$ cat src/rtl/piece_queue_pkg.sv
// Shared defaults, LFSR tap mask and FSM state type for the next-piece queue.
package piece_queue_pkg;

  localparam int          DEF_PIECE_W    = 3;
  localparam int          DEF_NUM_PIECES = 7;
  localparam logic [15:0] DEF_SEED       = 16'hACE1;

  // Galois form of x^16 + x^14 + x^13 + x^11 + 1, shifting toward bit 0.
  localparam logic [15:0] LFSR_TAPS = 16'hB400;

  typedef enum logic {
    FILL = 1'b0,
    RUN  = 1'b1
  } state_t;

endpackage

$ cat src/rtl/piece_queue_if.sv
// Command/status bundle between the game-control FSM (master) and piece_queue (slave).
interface piece_queue_if
  import piece_queue_pkg::*;
#(
  parameter int PIECE_W = DEF_PIECE_W,
  parameter int DEPTH   = 5
);

  logic                         advance;
  logic                         swap;
  logic                         ready;
  logic [PIECE_W-1:0]           current;
  logic [(DEPTH-1)*PIECE_W-1:0] preview;
  logic [PIECE_W-1:0]           hold;
  logic                         hold_valid;
  logic                         swap_ok;

  modport master (
    output advance, swap,
    input  ready, current, preview, hold, hold_valid, swap_ok
  );

  modport slave (
    input  advance, swap,
    output ready, current, preview, hold, hold_valid, swap_ok
  );

endinterface

$ cat src/rtl/piece_lfsr.sv
// Free-running 16-bit Galois LFSR whose low bits are folded into the legal piece range.
module piece_lfsr
  import piece_queue_pkg::*;
#(
  parameter int          PIECE_W    = DEF_PIECE_W,
  parameter int          NUM_PIECES = DEF_NUM_PIECES,
  parameter logic [15:0] SEED       = DEF_SEED
) (
  input  logic               clk,
  input  logic               reset_n,
  output logic [PIECE_W-1:0] piece
);

  localparam logic [PIECE_W:0] NUM_EXT = (PIECE_W + 1)'(NUM_PIECES);

  logic [15:0]        lfsr;
  logic [PIECE_W-1:0] raw;

  // NOTE: sequential state is assigned with <= so every flop samples pre-edge values.
  always_ff @(posedge clk) begin
    if (!reset_n) begin
      lfsr <= SEED;
    end else begin
      lfsr <= (lfsr >> 1) ^ (lfsr[0] ? LFSR_TAPS : 16'h0000);
    end
  end

  assign raw   = lfsr[PIECE_W-1:0];
  // Single subtraction: maps the raw values just past the range back onto the low codes.
  assign piece = ({1'b0, raw} >= NUM_EXT) ? raw - NUM_EXT[PIECE_W-1:0] : raw;

endmodule

$ cat src/rtl/piece_queue.sv
// Next-piece queue with LFSR refill and optional hold slot.
// Hold slot and swap logic are built only when PIECE_QUEUE_HOLD_EN is defined.
module piece_queue
  import piece_queue_pkg::*;
#(
  parameter int          PIECE_W    = DEF_PIECE_W,
  parameter int          DEPTH      = 5,
  parameter int          NUM_PIECES = DEF_NUM_PIECES,
  parameter logic [15:0] SEED       = DEF_SEED
) (
  input  logic          clk,
  input  logic          reset_n,
  piece_queue_if.slave  bus
);

  localparam int                CNT_W     = (DEPTH > 2) ? $clog2(DEPTH) : 1;
  localparam logic [CNT_W-1:0] FILL_LAST = CNT_W'(DEPTH - 1);

  state_t                        state, state_next;
  logic [CNT_W-1:0]              fill_cnt;
  logic [DEPTH-1:0][PIECE_W-1:0] slots;
  logic [PIECE_W-1:0]            new_piece;
  logic                          do_shift;

`ifdef PIECE_QUEUE_HOLD_EN
  logic [PIECE_W-1:0] hold_q;
  logic               hold_valid_q;
  logic               swap_used;
  logic               swap_ok;
  logic               take_hold;
  logic               exchange;
  logic               set_used;
  logic               clr_used;
`endif

  piece_lfsr #(
    .PIECE_W    (PIECE_W),
    .NUM_PIECES (NUM_PIECES),
    .SEED       (SEED)
  ) u_lfsr (
    .clk     (clk),
    .reset_n (reset_n),
    .piece   (new_piece)
  );

  always_ff @(posedge clk) begin
    if (!reset_n) begin
      state    <= FILL;
      fill_cnt <= '0;
    end else begin
      state <= state_next;
      if (state == FILL && fill_cnt != FILL_LAST) begin
        fill_cnt <= fill_cnt + 1'b1;
      end
    end
  end

`ifdef PIECE_QUEUE_HOLD_EN
  assign swap_ok = (state == RUN) && !swap_used;
`endif

  // NOTE: every always_comb output gets a default first so no path can infer a latch.
  always_comb begin
    state_next = state;
    do_shift   = 1'b0;
`ifdef PIECE_QUEUE_HOLD_EN
    take_hold  = 1'b0;
    exchange   = 1'b0;
    set_used   = 1'b0;
    clr_used   = 1'b0;
`endif
    unique case (state)
      FILL: begin
        do_shift = 1'b1;
        if (fill_cnt == FILL_LAST) state_next = RUN;
      end
      RUN: begin
        // advance has priority; a simultaneous swap is dropped.
        if (bus.advance) begin
          do_shift = 1'b1;
`ifdef PIECE_QUEUE_HOLD_EN
          clr_used = 1'b1;
        end else if (bus.swap && swap_ok) begin
          set_used = 1'b1;
          if (hold_valid_q) begin
            exchange = 1'b1;
          end else begin
            take_hold = 1'b1;
            do_shift  = 1'b1;
          end
`endif
        end
      end
    endcase
  end

  // NOTE: the slot array is small and architecturally visible, so it is reset like any register.
  always_ff @(posedge clk) begin
    if (!reset_n) begin
      slots <= '0;
    end else if (do_shift) begin
      slots <= {new_piece, slots[DEPTH-1:1]};
`ifdef PIECE_QUEUE_HOLD_EN
    end else if (exchange) begin
      slots[0] <= hold_q;
`endif
    end
  end

`ifdef PIECE_QUEUE_HOLD_EN
  always_ff @(posedge clk) begin
    if (!reset_n) begin
      hold_q       <= '0;
      hold_valid_q <= 1'b0;
      swap_used    <= 1'b0;
    end else begin
      if (take_hold || exchange) hold_q <= slots[0];
      if (take_hold) hold_valid_q <= 1'b1;
      if (clr_used) begin
        swap_used <= 1'b0;
      end else if (set_used) begin
        swap_used <= 1'b1;
      end
    end
  end

  assign bus.hold       = hold_q;
  assign bus.hold_valid = hold_valid_q;
  assign bus.swap_ok    = swap_ok;
`else
  logic unused_swap;
  assign unused_swap    = bus.swap;
  assign bus.hold       = '0;
  assign bus.hold_valid = 1'b0;
  assign bus.swap_ok    = 1'b0;
`endif

  assign bus.ready   = (state == RUN);
  assign bus.current = slots[0];
  assign bus.preview = slots[DEPTH-1:1];

endmodule

$ cat src/flat_wrapper.sv
// flat-port wrapper written by rule: the top's interface ports become plain ports
module piece_queue_flat import piece_queue_pkg::*;
#(
  parameter int          PIECE_W    = DEF_PIECE_W,
  parameter int          DEPTH      = 5,
  parameter int          NUM_PIECES = DEF_NUM_PIECES,
  parameter logic [15:0] SEED       = DEF_SEED
)
  (clk, reset_n, bus_advance, bus_swap, bus_ready, bus_current, bus_preview, bus_hold, bus_hold_valid, bus_swap_ok);
  piece_queue_if #(.PIECE_W(PIECE_W), .DEPTH(DEPTH)) bus_i ();
  input  logic clk;
  input  logic reset_n;
  input wire logic [$bits(bus_i.advance)-1:0] bus_advance;
  input wire logic [$bits(bus_i.swap)-1:0] bus_swap;
  output wire logic [$bits(bus_i.ready)-1:0] bus_ready;
  output wire logic [$bits(bus_i.current)-1:0] bus_current;
  output wire logic [$bits(bus_i.preview)-1:0] bus_preview;
  output wire logic [$bits(bus_i.hold)-1:0] bus_hold;
  output wire logic [$bits(bus_i.hold_valid)-1:0] bus_hold_valid;
  output wire logic [$bits(bus_i.swap_ok)-1:0] bus_swap_ok;
  assign bus_i.advance = bus_advance;
  assign bus_i.swap = bus_swap;
  assign bus_ready = bus_i.ready;
  assign bus_current = bus_i.current;
  assign bus_preview = bus_i.preview;
  assign bus_hold = bus_i.hold;
  assign bus_hold_valid = bus_i.hold_valid;
  assign bus_swap_ok = bus_i.swap_ok;
  piece_queue #(.PIECE_W(PIECE_W), .DEPTH(DEPTH), .NUM_PIECES(NUM_PIECES), .SEED(SEED)) u_core (.clk(clk), .reset_n(reset_n), .bus(bus_i));
endmodule
$ cat config.mk
export PLATFORM = sky130hd
export DESIGN_NAME = piece_queue_flat
export DESIGN_NICKNAME = d
export VERILOG_FILES = /design/src/rtl/piece_queue_pkg.sv /design/src/rtl/piece_queue_if.sv /design/src/rtl/piece_lfsr.sv /design/src/rtl/piece_queue.sv /design/src/flat_wrapper.sv
export SDC_FILE = /design/constraint.sdc
export NUM_CORES = 1
export LEC_CHECK = 0
export CORE_MARGIN = 10
export CORE_UTILIZATION = 45
export CTS_BUF_LIST = sky130_fd_sc_hd__clkbuf_8
export CTS_CLUSTER_SIZE = 8
export DETAILED_ROUTE_END_ITERATION = 8
export GPL_TIMING_DRIVEN = 0
export PLACE_DENSITY = 0.67
export SLEW_MARGIN = 5
export SYNTH_ARGS = -nofsm -noshare
export SYNTH_HDL_FRONTEND = slang
export SYNTH_HIERARCHICAL = 1
export SYNTH_SLANG_ARGS = --single-unit
export TNS_END_PERCENT = 1
$ cat constraint.sdc
create_clock -name clk -period 1.5 [get_ports clk]
set_input_delay 0.3 -clock clk [delete_from_list [all_inputs] [get_ports clk]]
set_output_delay 0.3 -clock clk [all_outputs]
set_load 0.02 [all_outputs]
; ---- Word-level counts from Yosys, hierarchy flattened
; Cells that the tools add are included.
[totals]
output_inout_bits = 21
regBits = 35
elab_cells = 22
in_bits = 4
[op_classes]
eq_ne = 2
muxes = 6
add_sub_neg = 2
bitwise = 2
order_cmp = 1
n_reduce_logical = 1
[op_table]
columns = cell, count
row1 = 16-bit two-way mux, 1
row2 = 15-bit by 16-bit XOR with 16-bit output, 1
row3 = "3-bit by 1-bit adder with 3-bit output, second input constant", 1
row4 = "3-bit equality test, second input constant", 1
row5 = "3-bit greater-or-equal comparator, second input constant", 1
row6 = 1-bit two-way mux, 3
row7 = 3-bit two-way mux, 1
row8 = "3-bit != test, second input constant", 1
row9 = "3-bit subtractor, second input constant", 1
row10 = 1-bit case mux with 2 select lines, 1
row11 = 1-bit logical AND, 1
row12 = 1-bit NOT, 1

; ---- Longest topological paths before layout
[logic_depth]
ltp_word = 3
mapped_depth = 6
ltp_nobuf = 6

; ---- Modules after synthesis
; The synthesis kept the hierarchy.
[by_module_without_submodules]
columns = module, n_inst, cells_each, area_per_inst_um2, seq_area_each_um2
row1 = piece_queue, 1, 91, 845.8, 380.4
row2 = piece_lfsr, 1, 47, 540.5, 320.3

; ---- Worst setup path after synthesis
; No wires, ideal clock.
[synth_path]
kind = register to register
start = register u_core.u_lfsr.lfsr[1]
end = register u_core.slots, in the netlist u_core/bus.preview[9]
t_required_ns = 1.430
period_less_slack_ns = 1.224
n_path_buf = 0
t_arrival_ns = 1.154
path_slack_ns = 0.276
path_stages_with_launch = 7
cell_sequence = dfxtp_1 ha_1 ha_1 nand2b_1 o21ai_0 nand2_1 a21boi_1
[synth_between]
elab_chain_cells = 2
[synth_rtl]
columns = item, line_no
row1 = "start, declared", piece_lfsr.sv:16  ; logic [15:0] lfsr;
row2 = "start signal, assigned", piece_lfsr.sv:24  ; lfsr <= (lfsr >> 1) ^ (lfsr[0] ? LFSR_TAPS : 16'h0000);
row3 = 3-bit greater-or-equal comparator, piece_lfsr.sv:30  ; assign piece = ({1'b0, raw} >= NUM_EXT) ? raw - NUM_EXT[PIECE_W-1:0] : raw;
row4 = 3-bit two-way mux, piece_lfsr.sv:30
row5 = net u_core.new_piece[0], piece_queue.sv:22  ; logic [PIECE_W-1:0] new_piece;
row6 = "end signal, assigned", piece_queue.sv:102  ; slots <= {new_piece, slots[DEPTH-1:1]};
row7 = "end, declared", piece_queue.sv:21  ; logic [DEPTH-1:0][PIECE_W-1:0] slots;
; The timed path passes the listed nets, and every way through them passes these cells.
; A chain may end at the register's enable or synchronous reset.

; ---- Final worst setup path
[layout_path]
start = register u_core.state, in the netlist u_core/bus.ready
end = output bus_ready
[layout_rtl]
columns = item, line_no
row1 = "start, declared", piece_queue.sv:19  ; state_t state, state_next;
row2 = "start signal, assigned", piece_queue.sv:51  ; state <= state_next;
row3 = "end, declared", flat_wrapper.sv:15  ; output wire logic [$bits(bus_i.ready)-1:0] bus_ready;
; No word-level cell between the ends.

==> impl_metrics.env <==
export IMPL_worstSkewPairLatency_ns=0.28
export IMPL_path_max_fanout=6
export IMPL_setup_viol=0
export IMPL_fin_hold_ws_ns=0.405
export IMPL_route_vias_total=950
export IMPL_p_total_mw=1.95
export IMPL_synth_seq_area_share_pct=50.5
export IMPL_clk_pin_slew_ns=0.06
export IMPL_dp_final_hpwl_um=1740
export IMPL_avgSynthCellArea_um2=10.0
export IMPL_multi_input_area_um2=603
export IMPL_grt_overflow=0
export IMPL_numClockSinks=35
export IMPL_synth_seq_cells=35
export IMPL_clockRootBuffer="clkbuf_8"
export IMPL_pwr_density_cell_nw_per_um2=1160
export IMPL_syn_cell_area_um2=1390
export IMPL_crit_family="flip-flops"
export IMPL_max_freq_mhz=724
export IMPL_synth_area_leaders="dfxtp_1 51%, a21boi_2 8.1%, nand2_1 8.1%"
export IMPL_synthToLayoutAreaGrowth_pct=21.5
export IMPL_antenna_cells=0
export IMPL_crit_path_max_incr_delay_ns=0.43
export IMPL_leakagePower_nw=0.735
export IMPL_hold_viol=0
export IMPL_cp_end_kind="output pin"
export IMPL_drive_gt1_share_pct=19.0
export IMPL_peakVddDrop_uv=1030
export IMPL_postLayoutCellArea_um2=1680
export IMPL_die_h_um=75.5
export IMPL_grtUsageTotal_pct=9.27
export IMPL_first_iter_violations=25
export IMPL_grt_pass1_vias=908
export IMPL_start_util_pct=46.2
export IMPL_crit_slowest_cell="dfxtp_1"
export IMPL_syn_inst=138
export IMPL_dr_pass1_iters=4
export IMPL_ys_top_cells_by_count="35 x dfxtp_1, 30 x nand2_1, 10 x a21boi_2, 10 x and2_1"
export IMPL_via_per_inst=4.73
export IMPL_start_kind="register"
export IMPL_dp_cells=193
export IMPL_min_path_type="reg -> reg"
export IMPL_io_pins=25
export IMPL_crit_arrival_ns=1.08
export IMPL_rsz0062_at_grt="no"
export IMPL_status="complete, no violations"
export IMPL_wl_per_cell_um=11.7
export IMPL_routed_wl_um=2360
export IMPL_synth_most_common_cell="dfxtp_1"
export IMPL_synth_warnings=6
export IMPL_slew_viol_final=0
export IMPL_fillers=271
export IMPL_grt_max_degree=11
export IMPL_placed_area_um2=1620
export IMPL_io_buffers=18
export IMPL_num_rows=20
export IMPL_die_w_um=75.5
export IMPL_cts_buffers_inserted=5
export IMPL_fp_coreArea_um2=3000
export IMPL_ctsLongestPathBuffers=2
export IMPL_dieArea_um2=5700
export IMPL_critical_path_cell_chain="dlygate4sd2_1"
export IMPL_antenna_found_initial=0
export IMPL_cts_tree="built"
export IMPL_synth_ff_type="dfxtp_1"
export IMPL_worstSetupPathType="reg -> out"
export IMPL_fin_crit_ns=1.38
export IMPL_finalNonFillerCells=201
export IMPL_nets=175
export IMPL_drv_cap=0
export IMPL_cp_buffers_inverters=1
export IMPL_grt_first_pass_wirelength_um=4020
export IMPL_gp_congestion=0.683
export IMPL_skew_ns=0.00541
export IMPL_seqCellArea_um2=701
export IMPL_synthDistinctLibCells=30
export IMPL_yosys_area_top_type_share_pct=50.5
export IMPL_yosys_area_top_type="dfxtp_1"
export IMPL_drtAntennaViolNets=0
export IMPL_period_share_pct=92.1
export IMPL_htreeDepth=2
export IMPL_synth_edff_count=0
export IMPL_route_detailed_drc=0
export IMPL_required_ns=1.20
export IMPL_async_flop_share_pct=0
export IMPL_fin_util_pct=56.1
==> worst paths after layout <==
kind	start	endpoint	slack [ns]	depth (start not counted)
max	u_core/bus.ready	bus_ready	0.12	1
min	u_core/u_lfsr/lfsr[6]	u_core/u_lfsr/lfsr[5]	0.40	1
max reg2reg	u_core/u_lfsr/lfsr[1]	u_core/bus.preview[9]	0.15	6
min reg2reg	u_core/u_lfsr/lfsr[6]	u_core/u_lfsr/lfsr[5]	0.40	1
==> through the flow <==
step                TNS (ns)  worst slack [ns]
global placement      -0.717           -0.0646
floorplan                  0             0.276
global route               0            0.0348
finish                     0             0.119
detailed placement     -1.13           -0.0891
CTS                        0            0.0979
==> power by group <==
part / internal, mW / leakage, nW / switching [mW]
sequential: 1.00 / 0.288 / 0.0453
combinational: 0.140 / 0.397 / 0.148
clock: 0.311 / 0.0505 / 0.306
==> routing by layer <==
metal  global-route usage, %  share of wire [%]  vias to the layer above
met5                       0                  0                        -
met1                    10.0                 42                      434
met4                    3.71               0.72                        0
met3                    5.21                8.7                        2
li1                        -                  -                      490
met2                    14.7                 49                       24
==> state kept, by name, indices dropped and copies added (netlist names) <==
register,flops
u_core/u_lfsr/lfsr,16
u_core/bus.ready,1
u_core/bus.current,3
u_core/bus.preview,12
u_core/fill_cnt,3
==> final cells by class <==
| cell class | instances | share of cell area (%) |
|---|---|---|
| multi-input cells | 93 | 35.8 |
| plain buffers | 11 | 5.13 |
| inverters | 3 | 0.669 |
| clock inverters | 3 | 0.743 |
| clock buffers | 5 | 4.09 |
| repair buffers | 18 | 9.51 |
| well taps | 33 | 2.45 |
| flip-flops and latches | 35 | 41.6 |
==> cell families after synthesis <==
logic type / share of synthesized area (%)
buffers and inverters: 7.04
other: 0.270
AO/OA/AOI/OAI: 14.5
adder cells (fa/ha/maj): 3.61
XOR/XNOR: 2.53
AND/OR/NAND/NOR: 21.5
flip-flops: 50.5
==> layout by cell type, fill, tap and decap left out, drive strengths merged <==
cell type      instances
dfxtp                 35
nand2                 33
dlygate4sd2           16
a21boi                15
and2                  10
buf                    9
clkbuf                 7
conb                   5
or2b                   5
inv                    5
ha                     4
a21oi                  4
nand2b                 4
xnor2                  3
clkdlybuf4s50          2
o22a                   2
o21ai                  2
clkinv                 1
and2b                  1
nand3                  1
nor2b                  1
nor4bb                 1
nor3b                  1
xor2                   1
==> repair_timing <==
item | CTS | global route
endpoints found under the setup margin | 16 | 0
resized for setup | 16 | 0
setup buffers | 0 | 0
hold buffers | 0 | 0
(Power assumes the default switching activity.)
